File: src/rtl/hopfield_pkg.sv
// rtl/hopfield_pkg.sv - shared constants and state type for the Hopfield neuron array
// Purpose: network size, Q8.8 format limits and the integrator FSM state type.
// Ports: none (package).
package hopfield_pkg;

  localparam int N_NEURONS = 7;       // 6 RS excitatory + 1 FS inhibitory
  localparam int N_EXC     = 6;       // indices 0..N_EXC-1 are excitatory
  localparam int Q_W       = 16;      // Q8.8 word width
  localparam int Q_FRAC    = 8;       // fractional bits
  localparam int SAT_MAX   = 32767;
  localparam int SAT_MIN   = -32768;

  typedef enum logic [1:0] {
    ST_IDLE  = 2'd0,
    ST_ACCUM = 2'd1,
    ST_DONE  = 2'd2
  } integ_state_t;

endpackage

File: src/rtl/sat_q88.sv
// rtl/sat_q88.sv - clamp a wide signed accumulator to a signed Q8.8 word
// Purpose: combinational saturation, shared by the integrator and the neuron update stage.
// Ports:
//   acc - signed ACC_W-bit accumulator value (ACC_W must be > 16)
//   q   - signed 16-bit result clamped to SAT_MIN..SAT_MAX
module sat_q88
  import hopfield_pkg::*;
#(
  parameter int ACC_W = 20
) (
  input  logic signed [ACC_W-1:0] acc,
  output logic signed [Q_W-1:0]   q
);

  localparam logic signed [ACC_W-1:0] MAX_V = ACC_W'(SAT_MAX);
  localparam logic signed [ACC_W-1:0] MIN_V = ACC_W'(SAT_MIN);

  always_comb begin
    q = acc[Q_W-1:0];
    if (acc > MAX_V) begin
      q = 16'sh7FFF;
    end else if (acc < MIN_V) begin
      q = 16'sh8000;
    end
  end

endmodule

File: src/rtl/synaptic_integrator.sv
// rtl/synaptic_integrator.sv - serial synaptic current integrator, one weight per cycle
// Purpose: on start, computes currents[i] = sat16(sum_j weight[i][j] * spk[j], j != i)
//   with a single adder, walking (i,j) row-major over N*N cycles.
// Ports:
//   clk, reset_n  - clock, asynchronous active-low reset
//   spikes        - neuron spike vector, latched on the accepted start edge
//   weights_flat  - Q8.8 weights, weight[i][j] at [(i*N+j)*16 +: 16], read live
//   start, abort  - begin a pass (IDLE only) / cancel the pass in progress
//   busy, done    - pass in progress / one-cycle completion pulse
//   currents_flat - Q8.8 current per neuron, neuron i at [i*16 +: 16]
module synaptic_integrator
  import hopfield_pkg::*;
#(
  parameter int N     = N_NEURONS,
  parameter int ACC_W = 20
) (
  input  logic                 clk,
  input  logic                 reset_n,
  input  logic [N-1:0]         spikes,
  input  logic [N*N*Q_W-1:0]   weights_flat,
  input  logic                 start,
  input  logic                 abort,
  output logic                 busy,
  output logic                 done,
  output logic [N*Q_W-1:0]     currents_flat
);

  localparam int IW = (N > 1) ? $clog2(N) : 1;
  localparam logic [IW-1:0] LAST = IW'(N - 1);

  integ_state_t             state, next_state;
  logic [N-1:0]             spk_q;
  logic [IW-1:0]            i_q, j_q;
  logic signed [ACC_W-1:0]  acc;
  logic signed [ACC_W-1:0]  sum;
  logic signed [Q_W-1:0]    w_sel;
  logic signed [Q_W-1:0]    sat_out;
  logic                     last_pair;

  assign last_pair = (i_q == LAST) && (j_q == LAST);
  assign busy      = (state != ST_IDLE);
  assign done      = (state == ST_DONE);

  // Single MAC path: the weight is added only for spiking presynaptic
  // neurons and never for the self-connection.
  always_comb begin
    w_sel = weights_flat[(int'(i_q) * N + int'(j_q)) * Q_W +: Q_W];
    sum   = acc;
    if (spk_q[j_q] && (i_q != j_q)) begin
      sum = acc + ACC_W'(w_sel);
    end
  end

  sat_q88 #(.ACC_W(ACC_W)) u_sat (
    .acc (sum),
    .q   (sat_out)
  );

  always_ff @(posedge clk or negedge reset_n) begin
    if (!reset_n) begin
      state <= ST_IDLE;
    end else begin
      state <= next_state;
    end
  end

  always_comb begin
    next_state = state;
    case (state)
      ST_IDLE:  if (start) next_state = ST_ACCUM;
      ST_ACCUM: begin
        if (abort) begin
          next_state = ST_IDLE;
        end else if (last_pair) begin
          next_state = ST_DONE;
        end
      end
      ST_DONE:  next_state = ST_IDLE;
      default:  next_state = ST_IDLE;
    endcase
  end

  always_ff @(posedge clk or negedge reset_n) begin
    if (!reset_n) begin
      spk_q         <= '0;
      i_q           <= '0;
      j_q           <= '0;
      acc           <= '0;
      currents_flat <= '0;
    end else begin
      case (state)
        ST_IDLE: begin
          if (start) begin
            spk_q <= spikes;
            i_q   <= '0;
            j_q   <= '0;
            acc   <= '0;
          end
        end
        ST_ACCUM: begin
          // abort wins over the row write that would happen on this edge
          if (!abort) begin
            if (j_q == LAST) begin
              currents_flat[int'(i_q) * Q_W +: Q_W] <= sat_out;
              acc <= '0;
              j_q <= '0;
              i_q <= (i_q == LAST) ? '0 : i_q + 1'b1;
            end else begin
              acc <= sum;
              j_q <= j_q + 1'b1;
            end
          end
        end
        default: ;
      endcase
    end
  end

endmodule

File: config.mk
export PLATFORM = sky130hd
export DESIGN_NAME = synaptic_integrator
export DESIGN_NICKNAME = d
export VERILOG_FILES = /design/src/rtl/hopfield_pkg.sv /design/src/rtl/sat_q88.sv /design/src/rtl/synaptic_integrator.sv
export SDC_FILE = /design/constraint.sdc
export NUM_CORES = 1
export LEC_CHECK = 0
export BUFFER_PORTS_ARGS = -buffer_cell sky130_fd_sc_hd__buf_4
export CAP_MARGIN = 10
export CORE_AREA = 2 2 354 356
export CTS_CLUSTER_DIAMETER = 200
export DETAILED_ROUTE_END_ITERATION = 10
export DIE_AREA = 0 0 356 358
export HOLD_SLACK_MARGIN = 0.08
export SETUP_SLACK_MARGIN = 0.2
export SLEW_MARGIN = 20
export SYNTH_ARGS = -nofsm -noshare
export SYNTH_HDL_FRONTEND = slang
export SYNTH_HIERARCHICAL = 1
export SYNTH_SLANG_ARGS = --single-unit
File: constraint.sdc
create_clock -name clk -period 9.95 [get_ports clk]
set_clock_uncertainty 0.05 [all_clocks]
set_input_delay 0.4975 -clock clk [delete_from_list [all_inputs] [get_ports clk]]
set_output_delay 0.4975 -clock clk [all_outputs]
set_load 0.05 [all_outputs]
* After elaboration in Yosys (flattened, before gate mapping)
Cells that the tools add are included.
** Storage, ports and cells
- Input bits :: 795
- Register bits after elaboration :: 147
** Operators by class
- Multiply operators :: 1
- Equality and inequality tests :: 9
- Reduce and logical (&&, ||, !) cells :: 10
- Multiplexer cells :: 22
- Shift-type cells :: 3
- Bitwise operators :: 1
- $add $sub $neg :: 5
- $lt $le $gt $ge :: 3
** Operator list (count)
- 784-bit by 12-bit variable part select with 16-bit output :: 1
- 112-bit bitwise mux :: 1
- 16-bit by 33-bit variable shift with 112-bit output, first input constant :: 1
- 16-bit by 33-bit variable part select with 112-bit output :: 1
- 20-bit 2-to-1 mux :: 4
- 20-bit case mux with 2 select lines :: 1
- 7-bit negation with 33-bit output :: 1
- 16-bit 2-to-1 mux :: 2
- 20-bit by 16-bit adder with 20-bit output :: 1
- 20-bit by 16-bit greater-than comparator with 1-bit output, second input constant :: 1
- 20-bit by 16-bit less-than comparator with 1-bit output, second input constant :: 1
- 3-bit 2-to-1 mux :: 6
- 3-bit case mux with 2 select lines :: 2
- 6-bit by 3-bit adder with 7-bit output :: 1
- 3-bit by 1-bit adder with 3-bit output, second input constant :: 2
- 3-bit equality test, second input constant :: 2
- 3-bit by 3-bit multiplier with 6-bit output, second input constant :: 1
- 2-bit 2-to-1 mux :: 3
- 2-bit != test, second input constant :: 3
- 3-bit AND reduction :: 2
- 3-bit by 4-bit less-than comparator with 1-bit output, second input constant :: 1
- 2-bit case mux with 2 select lines :: 1
- 2-bit AND reduction :: 2
- 4-bit AND reduction :: 1
- other kinds (10) :: 12

* Logic depth before layout (Yosys ltp)
Gate-level depths: netlist of the first run.
- Word-level depth :: 10
- Depth in mapped cells :: 30
- Gate-level depth less buffers :: 25

* Modules after synthesis
The synthesis of the first run kept the hierarchy.
** By module, submodules not included
- synaptic_integrator :: cells an instance 1071, times used 1, area an instance 13411.6 sq um
- sat_q88 :: cells an instance 60, times used 1, area an instance 470.5 sq um

* Worst setup path before layout of the first run
OpenSTA, ideal clock, no wires.
- Path kind :: register -> register
- Start :: register i_q[0]
- End :: register currents_flat[48]
- Stages on the path, launching flop included :: 29
- Path slack :: 2335 ps
- Buffers on the path :: 4
- Required time :: 9790 ps
- Arrival :: 7455 ps
- Library setup time :: 110 ps
- Cells stage by stage :: dfrtp_1 > clkbuf_1 > inv_1 > ha_1 > ha_1 > ha_1 > fa_1 > xor2_2 > buf_2 > buf_2 > mux4_2 > mux2_2 > a222oi_1 > nor2_1 > ha_1 > fa_1 > a211oi_1 > o21ai_0 > o2111ai_1 > a311oi_1 > o41ai_1 > a21oi_1 > nor3_1 > xor2_1 > buf_4 > nor2_1 > a221oi_1 > inv_1 > o41ai_1
** Between the ends
- Word-level cells in the longest chain between the ends :: 10
** RTL lines
- start, declared :: RTL line synaptic_integrator.sv:33 : logic [IW-1:0] i_q, j_q;
- start signal, assigned :: RTL line synaptic_integrator.sv:107 : i_q <= (i_q == LAST) ? '0 : i_q + 1'b1;
- 3-bit by 3-bit multiplier with 6-bit output :: RTL line synaptic_integrator.sv:47 : w_sel = weights_flat[(int'(i_q) * N + int'(j_q)) * Q_W +: Q_W];
- 6-bit by 3-bit adder with 7-bit output :: RTL line synaptic_integrator.sv:47
- 784-bit by 12-bit variable part select with 16-bit output :: RTL line synaptic_integrator.sv:47
- 20-bit by 16-bit adder with 20-bit output :: RTL line synaptic_integrator.sv:50 : sum = acc + ACC_W'(w_sel);
- 20-bit 2-to-1 mux * :: RTL line synaptic_integrator.sv:49 : if (spk_q[j_q] && (i_q != j_q)) begin
- net sum[18] :: RTL line synaptic_integrator.sv:35 : logic signed [ACC_W-1:0] sum;
- 20-bit by 16-bit less-than comparator with 1-bit output :: RTL line sat_q88.sv:22 : end else if (acc < MIN_V) begin
- 16-bit 2-to-1 mux :: RTL line sat_q88.sv:22
- 16-bit 2-to-1 mux * :: RTL line sat_q88.sv:20 : if (acc > MAX_V) begin
- net sat_out[0] :: RTL line synaptic_integrator.sv:37 : logic signed [Q_W-1:0] sat_out;
- 16-bit by 33-bit variable part select with 112-bit output * :: RTL line synaptic_integrator.sv:104 : currents_flat[int'(i_q) * Q_W +: Q_W] <= sat_out;
- 112-bit bitwise mux * :: RTL line synaptic_integrator.sv:104
- end signal, assigned by index :: RTL line synaptic_integrator.sv:104
- end, declared :: RTL line synaptic_integrator.sv:25 : output logic [N*Q_W-1:0] currents_flat
Mark *: on every way through the listed nets, which the timed path passes. The rest lies on a longest branch.
A chain may end at the register's enable or synchronous reset.

* Worst setup path in the final report of the first run
- Start :: register i_q[0]
- End :: register currents_flat[6]
The elaborated chain is that of the path after synthesis.

==> key figures, run 1 <==
Synth
  – Sequential-to-total area share from yosys stat: 0.2650
  – Dominant register cell in the synthesized netlist: sky130_fd_sc_hd__dfrtp_1
  – Async SR Flop Fraction: 1.000
  – Portion of synthesized cell area occupied by the leading cell type: 0.3780
  – Average cell area after synthesis: roughly 12 sq um
  – Number of flops mapped to enable cells by yosys: 0
  – Synth area leaders: sky130_fd_sc_hd__mux4_2 38%, sky130_fd_sc_hd__dfrtp_1 26%, sky130_fd_sc_hd__mux2_2 5.9%
  – Top cell type by total area after synthesis: sky130_fd_sc_hd__mux4_2
  – Post-Syn Instances: roughly 1100
  – Netlist Area Pre-Place: 13880 sq um
  – Synthesized netlist net count: 1961
  – YS warnings: 6
  – Number of distinct library cell variants in the gate-level netlist after synthesis: 68
  – Post-synthesis register bit count: 147

Power and ir drop
  – Fraction of power spent switching nets: 0.5534
  – Leakage Power: 10.11 nW
  – Pwr/cell area: around 530 nW/um^2
  – P_int: 5.489 mW
  – Fraction of power consumed by sequential logic: 0.058
  – Peak supply drop: 0.4565 mV
  – Fraction of power consumed by the clock network: 0.054
  – Switching Power: just under 7 mW
  – Combinational share of power: 0.887

Timing
  – Total Neg Setup Slack: 0 ns
  – Total setup violations reported at the end of the flow: 0
  – Final max-slew violation count: 0
  – Slew at the pin closest to its max-slew limit: 1.020 ns
  – RSZ-0062 raised after global routing: no
  – Final period demand of the worst path: roughly 9 ns
  – Worst slew slack as a fraction of its limit: 0.3171
  – Fraction of the cycle the final worst path needs: 0.8923
  – Endpoints failing hold: 0
  – Maximum clock frequency: ~110 MHz

Min path
  – WHS Path Cells: 2
  – Worst min path class: in2reg

Drt
  – Routed len/inst: between 20 and 30 microns
  – Total DRC errors in the routed layout: 0
  – Number of detailed-route iterations in the first pass: 5
  – Number of nets with antenna violations after detailed routing: 0
  – Per-cell via count in the routed design: 4.033
  – Total wire length after detailed routing: approximately 110000 microns
  – Detailed-route via count: ~15000
  – Iteration-0 DRC count of the detailed router: roughly 940

Worst setup path
  – Critical path endpoint category: register
  – Highest fanout seen on the critical path: 41
  – CP arrival: around 9 ns
  – Category of the worst setup path launch point: register
  – Worst Setup Path Type: reg2reg
  – Data required time at the worst endpoint: 10.22 ns
  – Depth of the most critical reg-to-reg path: 25

Floorplanning
  – Placeable Area: 123300 sq um
  – Die height: roughly 360 microns
  – Top-level port count: 909
  – Row count: ~130
  – Initial cell density of the core: 0.1126
  – Die Span X: 356 microns
  – Die Footprint: 127400 sq um

Finish
  – Leading cell type in the layout, fill and taps excluded: sky130_fd_sc_hd__buf_4
  – Area growth from synthesis to final layout: 68.64%
  – Final core occ: 0.1899
  – Share of cells above drive strength 1: 0.6567
  – Net total in the final layout: 2821
  – Leading cell types in the layout, fill and taps excluded: 938 x sky130_fd_sc_hd__buf_4, 233 x sky130_fd_sc_hd__mux4_2, 159 x sky130_fd_sc_hd__nand2_1

GRT
  – Number of global-route vias before repair: 15103
  – Remaining Overflow, GRT: 0
  – Pin count of the biggest net entering global routing: 79
  – Global-route wire length before repair: 137200 microns
  – Number of antenna violations at the first check in global routing: 89
  – Global router's overall resource usage: 0.1614

Placement
  – RD Place Congestion: slightly above 0.9
  – HPWL reported at the end of detailed placement: 96100 microns
  – Number of port buffers: 908

Clock network
  – Clock-pin slew on the worst setup and hold paths: 0.07 ns
  – Number of buffers between clock root and the deepest sink: 2
  – TritonCTS clock tree: built
  – Clock net sink count: 147
  – Number of clock buffers inserted by TritonCTS: 17
  – # H-tree levels: 4
  – Buffer type at the clock tree root: sky130_fd_sc_hd__clkbuf_16
  – Insertion delay to the later sink of the worst-skew pair: between 0.4 and 0.5 ns

Run status
  – Result of the run: completed

Job
  – Max-cap violation count: 0
==> worst paths after layout <==
kind                                          startpoint                            end  slack, ns
max in group asynchronous                        reset_n  currents_flat[68]$_DFFE_PN0P_       7.74
min reg2reg                currents_flat[60]$_DFFE_PN0P_  currents_flat[60]$_DFFE_PN0P_       0.43
max reg2reg                           i_q[0]$_DFFE_PN0P_   currents_flat[6]$_DFFE_PN0P_       1.07
min in group asynchronous                        reset_n           spk_q[0]$_DFFE_PN0P_       0.62
max                                   i_q[0]$_DFFE_PN0P_   currents_flat[6]$_DFFE_PN0P_       1.07
min                                                abort           state[0]$_DFFE_PN0P_       0.22
==> stage by stage <==
step / std cells / instance area [sq um] / hold slack (ns) / setup WS [ns] / total power [mW]
2_1_floorplan: 1131 / 13880 / 0.1519 / 2.335 / 7.398
3_5_place_dp: 3607 / 22720 / 0.4157 / 0.5760 / 11.86
5_1_grt: 3651 / 23400 / 0.2309 / 0.4579 / 13.10
6_report: 3657 / 23410 / 0.2243 / 1.072 / 12.29
3_3_place_gp: 3606 / 22710 / 0.4047 / 0.8099 / 11.77
4_1_cts: 3640 / 23320 / 0.2036 / 0.5627 / 12.57
==> metal layers <==
layer / wire length, microns / GRT usage / vias to the layer above
met5: 425 / 0 / -
met4: 2476 / 0.03300 / 62
met3: 9230 / 0.05318 / 159
met2: 54380 / 0.2878 / 765
met1: 41480 / 0.1874 / 7469
li1: - / - / 6294
==> synthesized netlist by cell type, types with 10 or more instances <==
cell                       instances
sky130_fd_sc_hd__nand2_1         159
sky130_fd_sc_hd__a221oi_2         10
sky130_fd_sc_hd__a222oi_1         14
sky130_fd_sc_hd__o21ai_0          78
sky130_fd_sc_hd__ha_1             30
sky130_fd_sc_hd__mux2i_1          12
sky130_fd_sc_hd__a22o_1           15
sky130_fd_sc_hd__a21oi_1          20
sky130_fd_sc_hd__nand3_1          15
sky130_fd_sc_hd__buf_2            26
sky130_fd_sc_hd__clkbuf_1         60
sky130_fd_sc_hd__mux4_2          233
sky130_fd_sc_hd__xor2_1           11
sky130_fd_sc_hd__mux2_2           73
sky130_fd_sc_hd__inv_1            19
sky130_fd_sc_hd__nand4_1          18
sky130_fd_sc_hd__nor2_1           51
sky130_fd_sc_hd__dfrtp_1         147
==> final cells by class <==
type,instances,area [sq um]
fillers,13656,99900
multi-input cells,857,9759
repair buffers,948,7214
flip-flops and latches,147,3679
well taps,1637,2048
clock buffers,18,439.2
clock inverters,14,156.4
inverters,20,75.07
diodes,16,40.04
==> worst max-delay path, stage by stage (launching register included) <==
cell and delay, ns:
sky130_fd_sc_hd__dfrtp_1 0.63, sky130_fd_sc_hd__inv_1 0.27, sky130_fd_sc_hd__ha_1 0.66, sky130_fd_sc_hd__ha_1 0.35
sky130_fd_sc_hd__ha_4 0.80, sky130_fd_sc_hd__buf_12 0.28, sky130_fd_sc_hd__mux4_2 0.37, sky130_fd_sc_hd__mux4_2 0.49
sky130_fd_sc_hd__mux2_2 0.32, sky130_fd_sc_hd__a222oi_1 0.44, sky130_fd_sc_hd__nor2_1 0.16, sky130_fd_sc_hd__ha_1 0.35
sky130_fd_sc_hd__a211oi_1 0.29, sky130_fd_sc_hd__o21ai_0 0.19, sky130_fd_sc_hd__nand4bb_1 0.16, sky130_fd_sc_hd__a21oi_1 0.10
sky130_fd_sc_hd__o211ai_1 0.36, sky130_fd_sc_hd__a311oi_1 0.15, sky130_fd_sc_hd__o22ai_1 0.22, sky130_fd_sc_hd__xor2_1 0.22
sky130_fd_sc_hd__o21ai_0 0.11, sky130_fd_sc_hd__buf_4 0.22, sky130_fd_sc_hd__nor3_4 0.73, sky130_fd_sc_hd__a221oi_2 0.26
sky130_fd_sc_hd__buf_4 0.24, sky130_fd_sc_hd__mux2_2 0.26
==> power groups by stage <==
stage	Combinational [mW]	Clock [mW]	Sequential [mW]
5_1_grt	11.7	0.704	0.727
2_1_floorplan	6.66	0	0.736
3_3_place_gp	11.0	0	0.727
6_report	10.9	0.667	0.719
4_1_cts	11.2	0.677	0.718
3_5_place_dp	11.1	0	0.728
==> registers in the layout (all words and copies together), names as in the netlist <==
register / flops
currents_flat: 112
acc: 20
spk_q: 7
i_q: 3
j_q: 3
state: 2
==> timing repair <==
| item | 4_1_cts | 5_1_grt |
|---|---|---|
| endpoints found under the setup margin | 0 | 34 |
| hold endpoints to repair | 7 | 0 |
| setup buffers | 0 | 1 |
| gates resized for setup | 0 | 4 |
| hold buffers | 1 | 0 |
==> cells by family after synthesis <==
logic type	Yosys count	share of synthesized area
xor gates and xnor gates	20	0.01316
and+or+nand+nor	290	0.09482
muxes	323	0.4553
buffers and inverters	127	0.04218
AOI/OAI and AO/OA	189	0.09527
DFF	147	0.2650
adders and majority gates	35	0.03425
Power figures use the tool's default switching activity.
==> inputs of run 2 (changes only) <==
==> constraint.sdc (replaced) <==
create_clock -name clk -period 9.9 [get_ports clk]
set_clock_uncertainty 0.05 [all_clocks]
set_input_delay 0.495 -clock clk [delete_from_list [all_inputs] [get_ports clk]]
set_output_delay 0.495 -clock clk [all_outputs]
set_load 0.05 [all_outputs]
==> run 2 against run 1 <==
Effect of this change: sequential cell count stayed put; critical path depth up 1; worst setup slack got worse by 0.073 ns; count of clock-buffer cells in the layout is 1 higher; utilization barely moved; wire length shrank 1.1%; largest power group unchanged; highest routed layer unchanged.
==> key figures, run 2 (synthesis gave the netlist of run 1 again) <==
Run status
  – Result of the run: completed

Clock network
  – Insertion delay to the later sink of the worst-skew pair: 0.43 ns
  – Cells resized by post-CTS repair: 0
  – Number of clock buffers inserted by TritonCTS: 17
  – TritonCTS clock tree: built
  – Buffer type at the clock tree root: sky130_fd_sc_hd__clkbuf_16
  – # H-tree levels: 4
  – Buffer count from post-CTS setup fixing: 0
  – Clock net sink count: 147
  – Number of buffers between clock root and the deepest sink: 2
  – Clock-pin slew on the worst setup and hold paths: ~0.06 ns

GRT
  – Global-route wire length before repair: 136000 microns
  – Number of antenna violations at the first check in global routing: 91
  – Number of global-route vias before repair: 15115
  – Pin count of the biggest net entering global routing: 75
  – Remaining Overflow, GRT: 0
  – Global router's overall resource usage: 0.1596

Worst setup path
  – Depth of the most critical reg-to-reg path: 26
  – R2r startpoint: i_q[0]$_DFFE_PN0P_
  – Worst Setup Path Type: reg2reg
  – R2R Path End: currents_flat[48]$_DFFE_PN0P_
  – CP arrival: 9.15 ns
  – Critical path endpoint category: register
  – R2R Setup Slk: 1.0 ns
  – Highest fanout seen on the critical path: 24
  – Data required time at the worst endpoint: 10.15 ns
  – Category of the worst setup path launch point: register

Timing
  – RSZ-0062 raised after global routing: no
  – Slew at the pin closest to its max-slew limit: between 1 and 1.5 ns
  – Fraction of the cycle the final worst path needs: 0.8991
  – Maximum clock frequency: 112.3 MHz
  – Endpoints failing hold: 0
  – Final period demand of the worst path: around 9 ns
  – Total setup violations reported at the end of the flow: 0
  – Total Neg Setup Slack: 0 ns
  – Final max-slew violation count: 0
  – Worst slew slack as a fraction of its limit: 0.2895
  – Smallest setup slack after layout: 0.9987 ns

Finish
  – Share of cells above drive strength 1: 0.6552
  – Area growth from synthesis to final layout: 68.80%
  – Leading cell type in the layout, fill and taps excluded: sky130_fd_sc_hd__buf_4
  – Top register by number of flip-flops: currents_flat
  – Leading cell types in the layout, fill and taps excluded: 937 x sky130_fd_sc_hd__buf_4, 233 x sky130_fd_sc_hd__mux4_2, 159 x sky130_fd_sc_hd__nand2_1
  – Largest registers in the final layout: currents_flat x112, acc x20, spk_q x7
  – Net total in the final layout: about 2800
  – Final core occ: 0.1900
  – Max reg flops: 112

Drt
  – Detailed-route via count: 14834
  – Number of nets with antenna violations after detailed routing: 0
  – Iteration-0 DRC count of the detailed router: ~1000
  – Total wire length after detailed routing: approximately 110000 microns
  – Routed len/inst: 29.14 microns
  – Number of detailed-route iterations in the first pass: 9
  – Per-cell via count in the routed design: a little over 4
  – Total DRC errors in the routed layout: 0

Floorplanning
  – Die height: roughly 360 microns
  – Die Span X: 356 microns
  – Placeable Area: between 100000 and 150000 sq um
  – Top-level port count: 909
  – Row count: 129
  – Initial cell density of the core: 0.1126
  – Die Footprint: 127400 sq um

Placement
  – HPWL reported at the end of detailed placement: between 90000 and 100000 microns
  – RD Place Congestion: 0.9304
  – Number of port buffers: 908
  – Worst slack at placement: 0.9069 ns

Min path
  – Min-delay src: abort
  – WHS Path Cells: 2
  – Worst min path class: in2reg
  – Worst hold endpoint: state[0]$_DFFE_PN0P_

Power and ir drop
  – Pwr/cell area: 517.9 nW/um^2
  – Leakage Power: 10.11 nW
  – Peak supply drop: 0.3727 mV
  – Power Total: 12.14 mW

Job
  – Max-cap violation count: 0
## run 2: cell count changes in the layout (fill, tap and decap cells not counted), moves of 2 or more
cell,before,now
sky130_fd_sc_hd__diode_2,16,26
sky130_fd_sc_hd__a221oi_4,3,0
sky130_fd_sc_hd__bufinv_16,1,4
sky130_fd_sc_hd__inv_8,4,1
sky130_fd_sc_hd__a221oi_2,8,10
sky130_fd_sc_hd__clkbuf_1,0,2
## run 2: power breakdown
| part | total, mW | internal (mW) | switching (mW) |
|---|---|---|---|
| Clock | 0.705 | 0.428 | 0.277 |
| Combinational | 10.7 | 4.43 | 6.28 |
| Sequential | 0.721 | 0.653 | 0.0678 |
| Total | 12.1 | 5.51 | 6.63 |
## run 2: how the worst max path moves through the flow
stage	depth (start not counted)	start	slack (ns)	endpoint
after floorplan	28	i_q[0]$_DFFE_PN0P_	2.28	currents_flat[48]$_DFFE_PN0P_
after global placement	26	i_q[0]$_DFFE_PN0P_	0.86	currents_flat[48]$_DFFE_PN0P_
after detailed placement	26	i_q[0]$_DFFE_PN0P_	0.91	currents_flat[105]$_DFFE_PN0P_
after CTS	26	i_q[0]$_DFFE_PN0P_	0.89	currents_flat[48]$_DFFE_PN0P_
after global routing	26	i_q[0]$_DFFE_PN0P_	0.22	currents_flat[48]$_DFFE_PN0P_
final	26	i_q[0]$_DFFE_PN0P_	1.0	currents_flat[48]$_DFFE_PN0P_
## run 2: final cells by class
class	count	area (sq um)
sequential	147	3679
inverter	20	75.07
timing repair buffer	948	7218
multi-input combinational	857	9719
tap	1637	2048
clock buffer	19	432.9
clock inverter	13	195.2
fill	13623	99880
antenna	26	65.06
## run 2: worst max-delay path: stages (launching register included)
cell                        delay, ns
sky130_fd_sc_hd__dfrtp_1         0.63
sky130_fd_sc_hd__inv_1           0.26
sky130_fd_sc_hd__ha_1            0.65
sky130_fd_sc_hd__ha_1            0.35
sky130_fd_sc_hd__ha_4            0.18
sky130_fd_sc_hd__fa_4            0.54
sky130_fd_sc_hd__xor2_4          0.50
sky130_fd_sc_hd__buf_12          0.29
sky130_fd_sc_hd__buf_12          0.27
sky130_fd_sc_hd__mux4_2          0.60
sky130_fd_sc_hd__mux2_2          0.28
sky130_fd_sc_hd__a222oi_1        0.25
sky130_fd_sc_hd__nor2_1          0.08
sky130_fd_sc_hd__ha_1            0.37
sky130_fd_sc_hd__a21o_1          0.20
sky130_fd_sc_hd__a21oi_1         0.21
sky130_fd_sc_hd__a2bb2oi_1       0.31
sky130_fd_sc_hd__a311oi_1        0.22
sky130_fd_sc_hd__o41ai_1         0.30
sky130_fd_sc_hd__a21oi_1         0.15
sky130_fd_sc_hd__nor3_1          0.25
sky130_fd_sc_hd__xor2_1          0.19
sky130_fd_sc_hd__buf_4           0.25
sky130_fd_sc_hd__nor2b_4         0.13
sky130_fd_sc_hd__a221oi_1        0.68
sky130_fd_sc_hd__inv_1           0.09
sky130_fd_sc_hd__o41ai_1         0.38
## run 2: metal layers
metal / wire (microns) / vias to the layer above / GRT usage
met4: 2607 / 54 / 0.03764
li1: - / 6319 / -
met5: 351 / - / 0
met2: 53580 / 826 / 0.2801
met1: 40560 / 7476 / 0.1858
met3: 9749 / 159 / 0.05476
## run 2: metrics by stage
step	cells	area [sq um]	hold slack, ns
6_report	3667	23430	0.2433
2_1_floorplan	1131	13880	0.1494
4_1_cts	3641	23360	0.2256
5_1_grt	3655	23400	0.2327
3_3_place_gp	3607	22710	0.4146
3_5_place_dp	3608	22730	0.4196
## run 2: timing repair
action                                  CTS  global route
hold buffers                              1             0
hold endpoints to repair                  7             0
endpoints found under the setup margin    0             0
==> inputs of run 3 (changes only) <==
--- a/config.mk
+++ b/config.mk
@@ -7,10 +7,10 @@
 export LEC_CHECK = 0
 export BUFFER_PORTS_ARGS = -buffer_cell sky130_fd_sc_hd__buf_4
 export CAP_MARGIN = 10
-export CORE_AREA = 2 2 354 356
+export CORE_AREA = 2 2 349 351
 export CTS_CLUSTER_DIAMETER = 200
 export DETAILED_ROUTE_END_ITERATION = 10
-export DIE_AREA = 0 0 356 358
+export DIE_AREA = 0 0 351 353
 export HOLD_SLACK_MARGIN = 0.08
 export SETUP_SLACK_MARGIN = 0.2
 export SLEW_MARGIN = 20
==> run 3 against run 2 <==
Effect of this change: sequential cell count unchanged; critical path depth is 1 lower; wire length shrank 4.1%; design area shrank 0.26%; maximum frequency down 0.97%; clock power decreased by 6.7%; largest cell class unchanged; die area down 2.8%; sequential share of layout area about the same; combinational power about the same; non-clock buffer count up 3; worst hold slack got worse by 0.19 ns.
==> key figures, run 3 (synthesis gave the netlist of run 1 again) <==
Run status
  – Result of the run: completed

Clock network
  – Buffer count from post-CTS setup fixing: 0
  – Number of buffers between clock root and the deepest sink: 2
  – Insertion delay to the later sink of the worst-skew pair: about 0.43 ns
  – Clock net sink count: 147
  – Clock-pin slew on the worst setup and hold paths: 0.07 ns
  – # H-tree levels: 4
  – TritonCTS clock tree: built
  – Number of clock buffers inserted by TritonCTS: 17
  – Buffer type at the clock tree root: sky130_fd_sc_hd__clkbuf_16

Timing
  – Final max-slew violation count: 0
  – Fraction of the cycle the final worst path needs: 0.9079
  – Maximum clock frequency: roughly 110 MHz
  – Total setup violations reported at the end of the flow: 0
  – Endpoints failing hold: 0
  – Worst slew slack as a fraction of its limit: 0.2640
  – Slew at the pin closest to its max-slew limit: roughly 1.1 ns
  – RSZ-0062 raised after global routing: yes
  – Final period demand of the worst path: 8.988 ns
  – Min Hold Slack: slightly below 0.05 ns
  – Smallest setup slack after layout: 0.9117 ns
  – Total Neg Setup Slack: 0 ns

Worst setup path
  – Worst Setup Path Type: reg2reg
  – Category of the worst setup path launch point: register
  – R2R Setup Slk: 0.91 ns
  – R2r startpoint: i_q[0]$_DFFE_PN0P_
  – CP arrival: a little over 9 ns
  – Critical path endpoint category: register
  – Beginning of the critical path: i_q[0]$_DFFE_PN0P_
  – Data required time at the worst endpoint: between 10 and 15 ns
  – Highest fanout seen on the critical path: 27

Placement
  – Worst slack at placement: 0.7609 ns
  – RD Place Congestion: 0.9051
  – HPWL reported at the end of detailed placement: 90390 microns
  – Number of port buffers: 908

Finish
  – Largest registers in the final layout: currents_flat x112, acc x20, spk_q x7
  – Area growth from synthesis to final layout: 68.36%
  – Net total in the final layout: 2824
  – FILL cells: around 13000
  – Max reg flops: 112
  – Leading cell types in the layout, fill and taps excluded: 943 x sky130_fd_sc_hd__buf_4, 233 x sky130_fd_sc_hd__mux4_2, 159 x sky130_fd_sc_hd__nand2_1
  – Leading cell type in the layout, fill and taps excluded: sky130_fd_sc_hd__buf_4
  – Area occupied by multi-input gates: slightly below 10000 sq um
  – Top register by number of flip-flops: currents_flat
  – Footprint of the flip-flops and latches: approximately 3700 sq um
  – Share of cells above drive strength 1: 0.6582

Drt
  – Detailed-route via count: 14557
  – Total wire length after detailed routing: 102500 microns
  – Per-cell via count in the routed design: 3.986
  – Total DRC errors in the routed layout: 0
  – Number of nets with antenna violations after detailed routing: 0
  – Routed len/inst: about 28 microns
  – Number of detailed-route iterations in the first pass: 9
  – Iteration-0 DRC count of the detailed router: 1012

Power and ir drop
  – Switching Power: 6.771 mW
  – P_int: 5.394 mW
  – Fraction of power consumed by sequential logic: 0.060
  – Peak supply drop: 0.4628 mV
  – Fraction of power spent switching nets: 0.5566
  – Combinational share of power: 0.886
  – Fraction of power consumed by the clock network: 0.054
  – Leakage Power: between 10 and 15 nW
  – Pwr/cell area: about 520 nW/um^2

GRT
  – Global Route met3 Usage: 0.06021
  – Met1 global-route usage: 0.1833
  – Remaining Overflow, GRT: 0
  – Number of global-route vias before repair: 15260
  – Pin count of the biggest net entering global routing: 86
  – Top Usage Layer GRT: met2
  – Global router's overall resource usage: 0.1590
  – Number of antenna violations at the first check in global routing: 67
  – Global-route met2 utilization: 0.2791
  – Global-route wire length before repair: 132800 microns

Floorplanning
  – Die Span X: 351 microns
  – Placeable Area: 120600 sq um
  – Row count: 128
  – Top-level port count: 909
  – Initial cell density of the core: 0.1151
  – Die height: 353 microns
  – Die Footprint: roughly 120000 sq um

Job
  – Max-cap violation count: 0

Min path
  – Worst min path class: in2async
-- run 3: cell types whose count changed in the layout (fill, tap and decap cells not counted), moves of 2 or more --
| cell | previous run | this run |
|---|---|---|
| sky130_fd_sc_hd__a221oi_1 | 6 | 4 |
| sky130_fd_sc_hd__a221oi_2 | 10 | 12 |
| sky130_fd_sc_hd__buf_4 | 937 | 943 |
| sky130_fd_sc_hd__buf_6 | 3 | 1 |
| sky130_fd_sc_hd__bufinv_16 | 4 | 1 |
| sky130_fd_sc_hd__clkbuf_1 | 2 | 0 |
| sky130_fd_sc_hd__diode_2 | 26 | 20 |
| sky130_fd_sc_hd__inv_8 | 1 | 5 |
-- run 3: routing by layer --
layer	up-vias	share of wire
met1	7353	0.38
li1	6306	-
met3	103	0.096
met5	-	0.0028
met2	751	0.50
met4	44	0.013
-- run 3: final timing paths --
path                       cells after the start                             to
min                                            1           spk_q[1]$_DFFE_PN0P_
max reg2reg                                   25   currents_flat[3]$_DFFE_PN0P_
min reg2reg                                    2  currents_flat[20]$_DFFE_PN0P_
max                                           25   currents_flat[3]$_DFFE_PN0P_
min in group clk                               2           state[0]$_DFFE_PN0P_
max in group asynchronous                      2  currents_flat[15]$_DFFE_PN0P_
-- run 3: final cells by class --
class	count	area share
well taps	1625	0.08699
repair buffers	951	0.3087
multi-input cells	857	0.4164
flip-flops and latches	147	0.1574
inverters	20	0.003212
clock inverters	15	0.006959
clock buffers	17	0.01820
diodes	20	0.002141
-- run 3: critical path, cell delays in order (launching register included) --
cell                        delay, ns
sky130_fd_sc_hd__dfrtp_1         0.64
sky130_fd_sc_hd__inv_1           0.27
sky130_fd_sc_hd__ha_1            0.67
sky130_fd_sc_hd__ha_1            0.36
sky130_fd_sc_hd__ha_4            0.18
sky130_fd_sc_hd__fa_4            0.54
sky130_fd_sc_hd__xor2_4          0.51
sky130_fd_sc_hd__buf_12          0.25
sky130_fd_sc_hd__buf_12          0.24
sky130_fd_sc_hd__mux4_2          0.58
sky130_fd_sc_hd__a222oi_1        0.44
sky130_fd_sc_hd__nor2_1          0.10
sky130_fd_sc_hd__ha_1            0.25
sky130_fd_sc_hd__fa_1            0.43
sky130_fd_sc_hd__a211oi_1        0.34
sky130_fd_sc_hd__o21ai_0         0.15
sky130_fd_sc_hd__o2111ai_1       0.18
sky130_fd_sc_hd__a311oi_1        0.22
sky130_fd_sc_hd__o41ai_1         0.29
sky130_fd_sc_hd__a21oi_1         0.16
sky130_fd_sc_hd__nor3_1          0.26
sky130_fd_sc_hd__xor2_1          0.17
sky130_fd_sc_hd__buf_4           0.24
sky130_fd_sc_hd__nor2_1          0.07
sky130_fd_sc_hd__a221oi_1        0.96
sky130_fd_sc_hd__mux2_2          0.31
-- run 3: what timing repair did --
action | 4_1_cts | 5_1_grt
hold buffers | 0 | 0
gates resized for setup | 0 | 2
setup endpoints to repair | 0 | 19
-- run 3: metrics by stage --
stage                     cell area [sq um]  cells  power, mW    util
after floorplan                       13880   1131      7.436       -
after global placement                22720   3599      11.89  0.1884
after detailed placement              22720   3599      11.93  0.1884
after CTS                             23300   3631      12.63  0.1932
after global routing                  23350   3643      13.10  0.1936
final                                 23370   3652      12.16  0.1938
-- run 3: power groups by stage --
stage	Combinational [mW]	Clock (mW)	Sequential [mW]
2_1_floorplan	6.70	0	0.739
5_1_grt	11.7	0.695	0.734
3_5_place_dp	11.2	0	0.734
6_report	10.8	0.658	0.724
3_3_place_gp	11.2	0	0.733
4_1_cts	11.2	0.670	0.724
